`config.mk`:
```
export PLATFORM = sky130hd
export DESIGN_NAME = gate_tt_sequencer
export DESIGN_NICKNAME = d
export VERILOG_FILES = /design/src/rtl/gate_tt_sequencer_pkg.sv /design/src/rtl/gate_seq_timer.sv /design/src/rtl/gate_tt_sequencer.sv
export SDC_FILE = /design/constraint.sdc
export NUM_CORES = 1
export LEC_CHECK = 0
export CAP_MARGIN = 5
export CORE_ASPECT_RATIO = 0.8
export CORE_MARGIN = 2
export CORE_UTILIZATION = 46
export CTS_CLUSTER_DIAMETER = 100
export DETAILED_ROUTE_END_ITERATION = 8
export PLACE_DENSITY = 0.72
export SYNTH_ARGS = -nofsm -noshare
export SYNTH_HDL_FRONTEND = slang
export SYNTH_SLANG_ARGS = --single-unit
```
`constraint.sdc`:
```
create_clock -name clk -period 1.5 [get_ports clk]
set_clock_uncertainty 0.05 [all_clocks]
set_input_delay 0.3 -clock clk [delete_from_list [all_inputs] [get_ports clk]]
set_output_delay 0.3 -clock clk [all_outputs]
set_load 0.05 [all_outputs]
```
`src/rtl/gate_tt_sequencer_pkg.sv`:
```
// Shared definitions for the gate truth-table sequencer: state encodings,
// vector count and index/counter widths.
package gate_tt_sequencer_pkg;

    typedef enum logic [2:0] {
        ST_IDLE   = 3'd0,
        ST_APPLY  = 3'd1,
        ST_SETTLE = 3'd2,
        ST_CHECK  = 3'd3,
        ST_DONE   = 3'd4
    } seq_state_t;

    localparam int NUM_VEC = 4;
    localparam int IDX_W   = 2;
    localparam int CNT_W   = 4;
    localparam int ERR_W   = 8;

endpackage

```
`src/rtl/gate_seq_timer.sv`:
```
// Settle timer: loads a count, counts down while enabled, flags expiry at zero.
module gate_seq_timer
    import gate_tt_sequencer_pkg::*;
(
    input  logic             clk,
    input  logic             rst_n,
    input  logic             load,
    input  logic [CNT_W-1:0] load_val,
    input  logic             en,
    output logic             expired
);

    logic [CNT_W-1:0] cnt;

    always_ff @(posedge clk or negedge rst_n) begin
        if (!rst_n)
            cnt <= '0;
        else if (load)
            cnt <= load_val;
        else if (en && cnt != '0)
            cnt <= cnt - 1'b1;
    end

    assign expired = (cnt == '0);

endmodule

```
`src/rtl/gate_tt_sequencer.sv`:
```
// Walks a 2-input gate through its four input vectors and checks its output
// against EXPECT. Define GATE_SEQ_ERRCNT_EN to add the saturating err_cnt output.
module gate_tt_sequencer
    import gate_tt_sequencer_pkg::*;
#(
    parameter int                 SETTLE_CYCLES = 2,
    parameter logic [NUM_VEC-1:0] EXPECT        = 4'b1000
) (
    input  logic               clk,
    input  logic               rst_n,
    input  logic               start,
    input  logic               c,
    output logic               a,
    output logic               b,
    output logic               busy,
    output logic               done,
    output logic               pass,
    output logic [NUM_VEC-1:0] fail_mask
`ifdef GATE_SEQ_ERRCNT_EN
   ,output logic [ERR_W-1:0]   err_cnt
`endif
);

    localparam logic [IDX_W-1:0] LAST_IDX = IDX_W'(NUM_VEC - 1);

    seq_state_t         state, state_nxt;
    logic [IDX_W-1:0]   idx;
    logic [IDX_W-1:0]   idx_inc;
    logic               settle_exp;
    logic               mismatch;
    logic [NUM_VEC-1:0] mask_upd;

    // SETTLE lasts SETTLE_CYCLES cycles: loaded with N-1 in APPLY, expires at zero.
    gate_seq_timer u_timer (
        .clk      (clk),
        .rst_n    (rst_n),
        .load     (state == ST_APPLY),
        .load_val (CNT_W'(SETTLE_CYCLES - 1)),
        .en       (state == ST_SETTLE),
        .expired  (settle_exp)
    );

    assign idx_inc  = idx + 1'b1;
    assign mismatch = (state == ST_CHECK) && (c != EXPECT[idx]);
    assign mask_upd = fail_mask | (mismatch ? (NUM_VEC'(1) << idx) : '0);
    assign busy     = (state != ST_IDLE);
    assign done     = (state == ST_DONE);

    always_comb begin
        state_nxt = state;
        case (state)
            ST_IDLE:   if (start) state_nxt = ST_APPLY;
            ST_APPLY:  state_nxt = ST_SETTLE;
            ST_SETTLE: if (settle_exp) state_nxt = ST_CHECK;
            ST_CHECK:  state_nxt = (idx == LAST_IDX) ? ST_DONE : ST_APPLY;
            ST_DONE:   state_nxt = ST_IDLE;
            default:   state_nxt = ST_IDLE;
        endcase
    end

    // a/b are loaded on the edge entering APPLY so they are valid throughout APPLY.
    always_ff @(posedge clk or negedge rst_n) begin
        if (!rst_n) begin
            state     <= ST_IDLE;
            idx       <= '0;
            a         <= 1'b0;
            b         <= 1'b0;
            pass      <= 1'b0;
            fail_mask <= '0;
        end else begin
            state <= state_nxt;
            case (state)
                ST_IDLE: begin
                    if (start) begin
                        idx       <= '0;
                        a         <= 1'b0;
                        b         <= 1'b0;
                        pass      <= 1'b0;
                        fail_mask <= '0;
                    end
                end
                ST_CHECK: begin
                    fail_mask <= mask_upd;
                    if (idx == LAST_IDX) begin
                        pass <= (mask_upd == '0);
                    end else begin
                        idx <= idx_inc;
                        a   <= idx_inc[1];
                        b   <= idx_inc[0];
                    end
                end
                ST_DONE: begin
                    a <= 1'b0;
                    b <= 1'b0;
                end
                default: ;
            endcase
        end
    end

`ifdef GATE_SEQ_ERRCNT_EN
    always_ff @(posedge clk or negedge rst_n) begin
        if (!rst_n)
            err_cnt <= '0;
        else if (mismatch && err_cnt != {ERR_W{1'b1}})
            err_cnt <= err_cnt + 1'b1;
    end
`endif

endmodule
```
==> Yosys cells after proc, flatten, opt, wreduce, memory -nomap -nowiden <==
Cells that the tools add are included.
{ "word_totals": {"out_inout_bits": 9, "elab_cells": 58, "reg_bits": 16, "inputBits": 4} }
{ "classes": {"mux": 21, "reduce_logical": 15, "bitwise": 1, "n_eq_ne": 10, "shift": 1, "order_cmp": 1, "addsub": 2} }
{ "op_table": {"columns": ["cell", "n"], "rows": [
  ["4-bit two-way mux", 4],
  ["3-bit case mux with 4 select lines", 1],
  ["3-bit two-way mux", 3],
  ["3-bit AND reduction", 3],
  ["4-bit zero test", 2],
  ["4-bit case mux with 2 select lines", 1],
  ["3-bit by 2-bit equality test with 1-bit output (second input constant)", 2],
  ["2-bit inequality test (second input constant)", 3],
  ["1-bit case mux with 3 select lines", 2],
  ["3-bit nonzero test", 2],
  ["1-bit two-way mux", 5],
  ["2-bit two-way mux", 2],
  ["4-bit bitwise OR", 1],
  ["2-bit case mux with 2 select lines", 1],
  ["2-bit AND reduction", 2],
  ["2-bit nonzero test", 2],
  ["4-bit nonzero test", 1],
  ["1-bit by 2-bit left shift with 4-bit output (first input constant)", 1],
  ["4-bit by 1-bit subtractor with 4-bit output (second input constant)", 1],
  ["3-bit by 1-bit equality test with 1-bit output (second input constant)", 1],
  ["3-bit equality test (second input constant)", 1],
  ["3-bit zero test", 1],
  ["2-bit by 3-bit less-than comparator with 1-bit output (second input constant)", 1],
  ["2-bit by 1-bit adder with 2-bit output (second input constant)", 1],
  ["6 further kinds", 7]
]} }

==> Depth between registers and ports, before layout <==
Gate-level depths: netlist (run 1).
{ "logic_depth": {"word_depth": 9, "depth_mapped": 5} }

==> Modules after synthesis <==
From an unflattened synthesis (run 1), not the netlist that was laid out.
{ "unflattened": {"hier_cells": 86, "hier_area_um2": 899.6} }
{ "by_module_without_submodules": {"columns": ["module", "area_each_um2", "instances", "cells_each", "seq_area_each_um2"], "rows": [
  ["gate_tt_sequencer", 629.4, 1, 59, 300.3],
  ["gate_seq_timer", 270.3, 1, 27, 100.1]
]} }

==> Worst setup path before layout (run 1) <==
Ideal clock, no wire load.
{ "synth_path": {"path_kind": "flip-flop to output port", "startpoint": "register state[1]", "endpoint": "output port done", "t_arrival_ns": 1.193, "required_time_ns": 1.150, "path_slack_ns": -0.043, "n_path_buf": 1, "stages_incl_launch_ff": 4, "cell_sequence": "dfrtp_1 > clkbuf_1 > nor2_1 > and2_1"} }
{ "synth_between": {"elab_chain_len": 1} }
{ "synth_rtl": {"columns": ["element", "line", "source"], "rows": [
  ["start: declaration", "gate_tt_sequencer.sv:26", "seq_state_t state, state_nxt;"],
  ["start signal: assignment", "gate_tt_sequencer.sv:71", "state <= state_nxt;"],
  ["3-bit equality test", "gate_tt_sequencer.sv:47", "assign done = (state == ST_DONE);"],
  ["end: declaration", "gate_tt_sequencer.sv:16", "output logic done,"]
]} }
No other way between the ends.

==> Final worst setup path (run 1) <==
{ "layout_path": {"startpoint": "register state[0]", "endpoint": "register u_timer.cnt[3]"} }
{ "layout_between": {"elab_chain_len": 3, "word_cells_on_any_way": 5, "classes_between": "eq/ne: 2; mux: 1; reduce/logical: 2"} }
{ "layout_rtl": {"columns": ["element", "line", "source"], "rows": [
  ["3-bit by 2-bit equality test with 1-bit output", "gate_tt_sequencer.sv:39", ".en (state == ST_SETTLE),"],
  ["1-bit logical AND", "gate_seq_timer.sv:20", "else if (en && cnt != '0)"],
  ["2-bit nonzero test (no line)", null, null],
  ["end signal: assignment", "gate_seq_timer.sv:19", "cnt <= load_val;"],
  ["end signal: assignment", "gate_seq_timer.sv:21", "cnt <= cnt - 1'b1;"],
  ["end: declaration", "gate_seq_timer.sv:13", "logic [CNT_W-1:0] cnt;"]
]} }
Several ways; a longest one is shown, not always the timed one.
A chain may end at the register's enable or synchronous reset.

==> impl_metrics.tcl, run 1 <==
set metrics [dict create \
    portBuffers 12 \
    yosysMostFrequentCell "dfrtp_1" \
    p_sw_frac 0.433 \
    met2WireLength_mm 1.46 \
    reg2reg_depth 4 \
    crit_required_ns 1.70 \
    clock_latency_ns 0.30 \
    fin_util 0.856 \
    synthTopCellsByCount "16 x dfrtp_1, 6 x ha_1, 6 x inv_1" \
    fin_crit_ns 1.79 \
    cts.hold.buffers_added 0 \
    area_growth_pct 68.5 \
    fmax_mhz 558 \
    maxUsedRoutingLayer "met4" \
    route.detailed.drc 0 \
    layout_setup_ws_ns -0.291 \
    critical_path.most_common_cell "or4_4" \
    fin_setup_tns_ns -2.15 \
    dpl_cell_area_um2 1170 \
    grt_pass1_wl_mm 4.13 \
    met3_wirelength_um 269 \
    netlist_area_um2 851 \
    regToRegSetupSlack_ns -0.29 \
    cts.sinks 16 \
    drtIter0Drc 44 \
    seqPwrFrac 0.238 \
    ioPinCount 13 \
    synth_top_family_by_area "simple AND/OR/NAND/NOR gates" \
    vias_per_cell 6.03 \
    start_kind "register" \
    crit_fanout 4 \
    drt-met1-wl_mm 1.23 \
    drive_gt1_frac 0.484 \
    synth_warnings 0 \
    critPathArrivalTime_ns 1.99 \
    synth_area_leader_cell "dfrtp_1" \
    cts-root-buf "clkbuf_4" \
    yosys.area.top_type_share 0.471 \
    overflow 0 \
    die_width_um 52.1 \
    dr.pass1.iters 4 \
    critical-path-slowest-cell "or4_4" \
    gp_congestion 0.850 \
    dieArea_um2 2210 \
    r2r_end "u_timer.cnt[3]$_DFFE_PN0P_" \
    ir_drop_mv 1.50 \
    p_leak_nw 0.700 \
    ys_seq_area_frac 0.471 \
    antenna_found_initial 0 \
    startpoint "state[0]$_DFFE_PN0P_" \
    grt_usage 0.262 \
    htreeDepth 1 \
    max_cap_violations 0 \
    cts_made_buffers 3 \
    synth-edff-count 0 \
    syn_inst 83 \
    cts.clk_slew.worst_paths_ns 0.10 \
    slew_headroom 0.804 \
    synth_xor_area_frac 0.0206 \
    async_flop_share 1.00 \
    grt_pass1_vias 857 \
    crit_chain "buf_4 -> or4_4 -> or4_4 -> nand3_2" \
    worst_slew_pin_slew_ns 0.291 \
    initial_core_util 0.508 \
    fin_crit_sh 1.19 \
    avgSynthCellArea_um2 10.3 \
    rows 13 \
    muxShareOfSynthArea 0 \
    p_int_mw 1.82 \
    ys_types 31 \
    fp.dieH_um 42.5 \
    outcome "finished with violations" \
    dr_total_vias 869 \
    cp_slowest_stage_delay_ns 0.51 \
    nets 133 \
    crit_type "reg -> reg" \
    hp-class "in -> async" \
    yosys.area_share.simple 0.221 \
    antenna_cells 0 \
    cts_tree "yes" \
    place_hpwl_mm 1.60 \
    synth-seq-cells 16 \
    stdcell_area_um2 1430 \
    combPwrFrac 0.669 \
    wire_per_inst_um 21.3 \
    synth_area_leaders "dfrtp_1 47%, ha_1 8.8%, a22o_1 5.1%" \
    synth-compound-area-share 0.156 \
    setup_viol 14 \
    power.density_nw_per_um2 2230 \
    routed_wl_mm 3.07 \
    grt_max_degree 17 \
    end_kind "register" \
    coreArea_um2 1680 \
    p_total_mw 3.20 \
    finalHoldViolCount 0 \
    clk_path_buf_depth 2 \
    synth_flop_cell "dfrtp_1" \
    switchingPower_mw 1.39 \
    violations "setup timing" \
    antenna_left 0 \
    clockPowerShare 0.093 \
    fillers 83 \
    reg2reg_from "state[0]$_DFFE_PN0P_" \
    syn-num-nets 93 \
    synth_adder_area_share 0.0882 \
    slew_violations 0 \
    rsz0062_at_grt "yes" \
]
## sequential cells by signal, summed over array words and instances, names as in the netlist
signal       cells
fail_mask        4
idx              2
b                1
u_timer.cnt      4
a                1
state            3
pass             1
## worst max path at each step
stage / to / slack [ns] / depth (start not counted)
2_1_floorplan: busy / 0.003 / 2
3_3_place_gp: fail_mask[1]$_DFFE_PN0P_ / -0.27 / 4
3_5_place_dp: fail_mask[1]$_DFFE_PN0P_ / -0.29 / 4
4_1_cts: busy / -0.21 / 3
5_1_grt: u_timer.cnt[3]$_DFFE_PN0P_ / -0.30 / 4
6_report: u_timer.cnt[3]$_DFFE_PN0P_ / -0.29 / 4
## logic make-up (layout without fill, tap and decap cells)
kind of cell / Yosys count / in the layout
AND/OR/NAND/NOR: 30 / 30
AO/OA/AOI/OAI: 19 / 19
flip-flops: 16 / 16
buffers and inverters: 10 / 49
adder cells (fa/ha/maj): 6 / 6
XOR/XNOR: 2 / 2
## power groups by stage
stage	sequential, mW	combinational (mW)	clock, mW
global placement	0.730	1.44	0
detailed placement	0.739	1.51	0
CTS	0.737	1.73	0.301
floorplan	0.901	0.663	0
finish	0.762	2.14	0.298
global route	0.775	2.26	0.326
## layout by cell type, fill, tap and decap left out, drive strengths merged, types with 2 or more instances in the layout
cell,instances
o21ai,5
nor2,4
dfrtp,16
a22o,5
ha,6
clkbuf,4
or4,4
and2,2
clkdlybuf4s50,3
nand3,5
inv,6
nor2b,3
nand2b,3
buf,36
a21o,2
a21oi,2
## worst max-delay path, delay by kind of cell, from the launching register on
family,cells,cell delay (ns)
buffers and inverters,1,0.16
DFF,1,0.46
and+or+nand+nor,3,1.06
## metal layers
layer	up-vias	global-route usage
li1	376	-
met1	419	0.339
met2	62	0.420
met3	12	0.100
met4	0	0.0421
met5	-	0
## metrics by stage
stage | setup slack (ns) | hold slack [ns] | std cells
after CTS | -0.212 | 0.263 | 137
after global placement | -0.268 | 0.402 | 127
after detailed placement | -0.286 | 0.405 | 127
after global routing | -0.304 | 0.267 | 144
final | -0.291 | 0.277 | 144
after floorplan | 0.00318 | -0.0456 | 83
## area by class of cell
cell class / instances / area, um^2 / area share
inverters: 6 / 22.5 / 0.0157
multi-input cells: 57 / 515 / 0.360
repair buffers: 39 / 430 / 0.300
clock buffers: 4 / 36.3 / 0.0253
flip-flops and latches: 16 / 402 / 0.280
well taps: 22 / 27.5 / 0.0192
## what timing repair did
action / in CTS / in global routing
hold endpoints to repair: 0 / 0
setup endpoints to repair: 7 / 14
gates resized for setup: 15 / 17
setup buffers: 6 / 7
pin swaps: 1 / 5
No activity file was read; power rests on OpenSTA's default activity.
==> inputs of run 2 (changes only) <==
--- a/config.mk
+++ b/config.mk
@@ -8,10 +8,10 @@
 export CAP_MARGIN = 5
 export CORE_ASPECT_RATIO = 0.8
 export CORE_MARGIN = 2
-export CORE_UTILIZATION = 46
+export CORE_UTILIZATION = 45
 export CTS_CLUSTER_DIAMETER = 100
 export DETAILED_ROUTE_END_ITERATION = 8
-export PLACE_DENSITY = 0.72
+export PLACE_DENSITY = 0.71
 export SYNTH_ARGS = -nofsm -noshare
 export SYNTH_HDL_FRONTEND = slang
 export SYNTH_SLANG_ARGS = --single-unit
==> impl_metrics.tcl, run 2 (same netlist as run 1, synthesis figures left out) <==
set metrics [dict create \
    outcome "finished with violations" \
    violations "setup timing" \
    fillers 124 \
    fp.dieH_um 42.9 \
    place_inst 129 \
    wire_per_inst_um 16.3 \
    finalHoldViolCount 0 \
    dieArea_um2 2260 \
    met3_usage 0.0739 \
    slew_violations 0 \
    most-common-layout-cells "16 x dfrtp_1, 16 x buf_4, 8 x buf_12, 7 x buf_6" \
    p_sw_frac 0.418 \
    layout_setup_ws_ns -0.214 \
    fin_crit_ns 1.71 \
    route.detailed.drc 0 \
    critPathArrivalTime_ns 1.36 \
    grt_use_met2 0.333 \
    ioPinCount 13 \
    coreArea_um2 1840 \
    start_kind "register" \
    die_width_um 52.6 \
    area_growth_pct 61.9 \
    drtIter0Drc 18 \
    met1_usage 0.301 \
    rows 14 \
    clk_path_buf_depth 2 \
    antenna_left 0 \
    nets 129 \
    grt_pass1_wl_mm 3.53 \
    combPwrFrac 0.642 \
    slew_headroom 0.801 \
    portBuffers 12 \
    end_kind "output port" \
    grt_usage 0.224 \
    switchingPower_mw 1.21 \
    gp_congestion 0.854 \
    max_cap_violations 0 \
    initial_core_util 0.463 \
    ir_drop_mv 1.52 \
    fin_setup_tns_ns -1.31 \
    hp-class "in -> async" \
    antenna_found_initial 0 \
    p_int_mw 1.68 \
    seqPwrFrac 0.259 \
    clock_latency_ns 0.29 \
    dr_total_vias 771 \
    p_leak_nw 0.667 \
    crit_fanout 5 \
    cts.clk_slew.worst_paths_ns 0.10 \
    clockPowerShare 0.100 \
    fin_crit_sh 1.14 \
    fmax_mhz 583 \
    antenna_cells 0 \
    routed_wl_mm 2.32 \
    power.density_nw_per_um2 2100 \
    final_cells 142 \
    place_hpwl_mm 1.47 \
    cts-root-buf "clkbuf_4" \
    dr.pass1.iters 4 \
    reg.largest.list "fail_mask: 4 flops, u_timer.cnt: 4 flops, state: 3 flops" \
    grt-busiest-layer "met2" \
    cts_made_buffers 3 \
    rsz0062_at_grt "yes" \
    grt_max_degree 17 \
    cts_tree "yes" \
    setup_viol 11 \
    worst_slew_pin_slew_ns 0.298 \
    p_total_mw 2.89 \
    overflow 0 \
    crit_required_ns 1.15 \
    grt_pass1_vias 767 \
    drive_gt1_frac 0.432 \
    vias_per_cell 5.43 \
    htreeDepth 1 \
    crit_type "reg -> out" \
    cts.sinks 16 \
]
==> run 2: cell count changes in the layout (fill, tap and decap cells not counted), sizes merged <==
cell  change
buf       -4
==> run 2: layer usage <==
metal,vias to the layer above,share of wire
met5,-,0
met2,33,0.51
met4,0,0.0078
met3,2,0.065
met1,368,0.42
li1,368,-
==> run 2: what timing repair did <==
| item | CTS | global route |
|---|---|---|
| setup buffers | 5 | 4 |
| hold buffers | 0 | 0 |
| resized for setup | 9 | 18 |
| endpoints found under the hold margin | 0 | 0 |
| pin swaps | 2 | 6 |
| endpoints found under the setup margin | 6 | 14 |
==> run 2: worst paths after layout <==
kind,slack (ns),cells past startpoint,startpoint,to
min,0.26,2,rst_n,fail_mask[0]$_DFFE_PN0P_
max in group asynchronous,0.95,2,rst_n,a$_DFFE_PN0P_
min in group clk,0.50,1,b$_DFFE_PN0P_,b$_DFFE_PN0P_
max,-0.21,3,state[0]$_DFFE_PN0P_,busy
max reg2reg,-0.16,4,state[0]$_DFFE_PN0P_,u_timer.cnt[3]$_DFFE_PN0P_
min reg2reg,0.50,1,b$_DFFE_PN0P_,b$_DFFE_PN0P_
==> run 2: layout make-up <==
type | count | area, um^2 | share of cell area
multi-input combinational | 57 | 484 | 0.351
timing repair buffer | 35 | 404 | 0.293
sequential | 16 | 400 | 0.291
clock buffer | 4 | 36.3 | 0.0263
tap | 24 | 30.0 | 0.0218
inverter | 6 | 22.5 | 0.0163
==> run 2: per-stage QoR <==
| stage | area [um^2] | util | hold slack [ns] | setup WS [ns] |
|---|---|---|---|---|
| after floorplan | 853 | - | -0.0456 | 0.00318 |
| after global placement | 1170 | 0.636 | 0.482 | -0.269 |
| after detailed placement | 1170 | 0.636 | 0.487 | -0.309 |
| after CTS | 1270 | 0.690 | 0.280 | -0.217 |
| after global routing | 1380 | 0.749 | 0.299 | -0.262 |
| final | 1380 | 0.749 | 0.264 | -0.214 |
==> run 2: power by group through the flow <==
stage                     clock (mW)  sequential, mW  combinational (mW)
after floorplan                    0           0.901               0.663
after global placement             0           0.730                1.44
after detailed placement           0           0.738                1.49
after CTS                      0.289           0.735                1.61
after global routing           0.317           0.763                2.00
final                          0.289           0.749                1.86
==> run 2: critical path: stages (launching register included) <==
cell and delay, ns:
dfrtp_1 0.40, buf_6 0.13, or3_4 0.38, buf_8 0.16
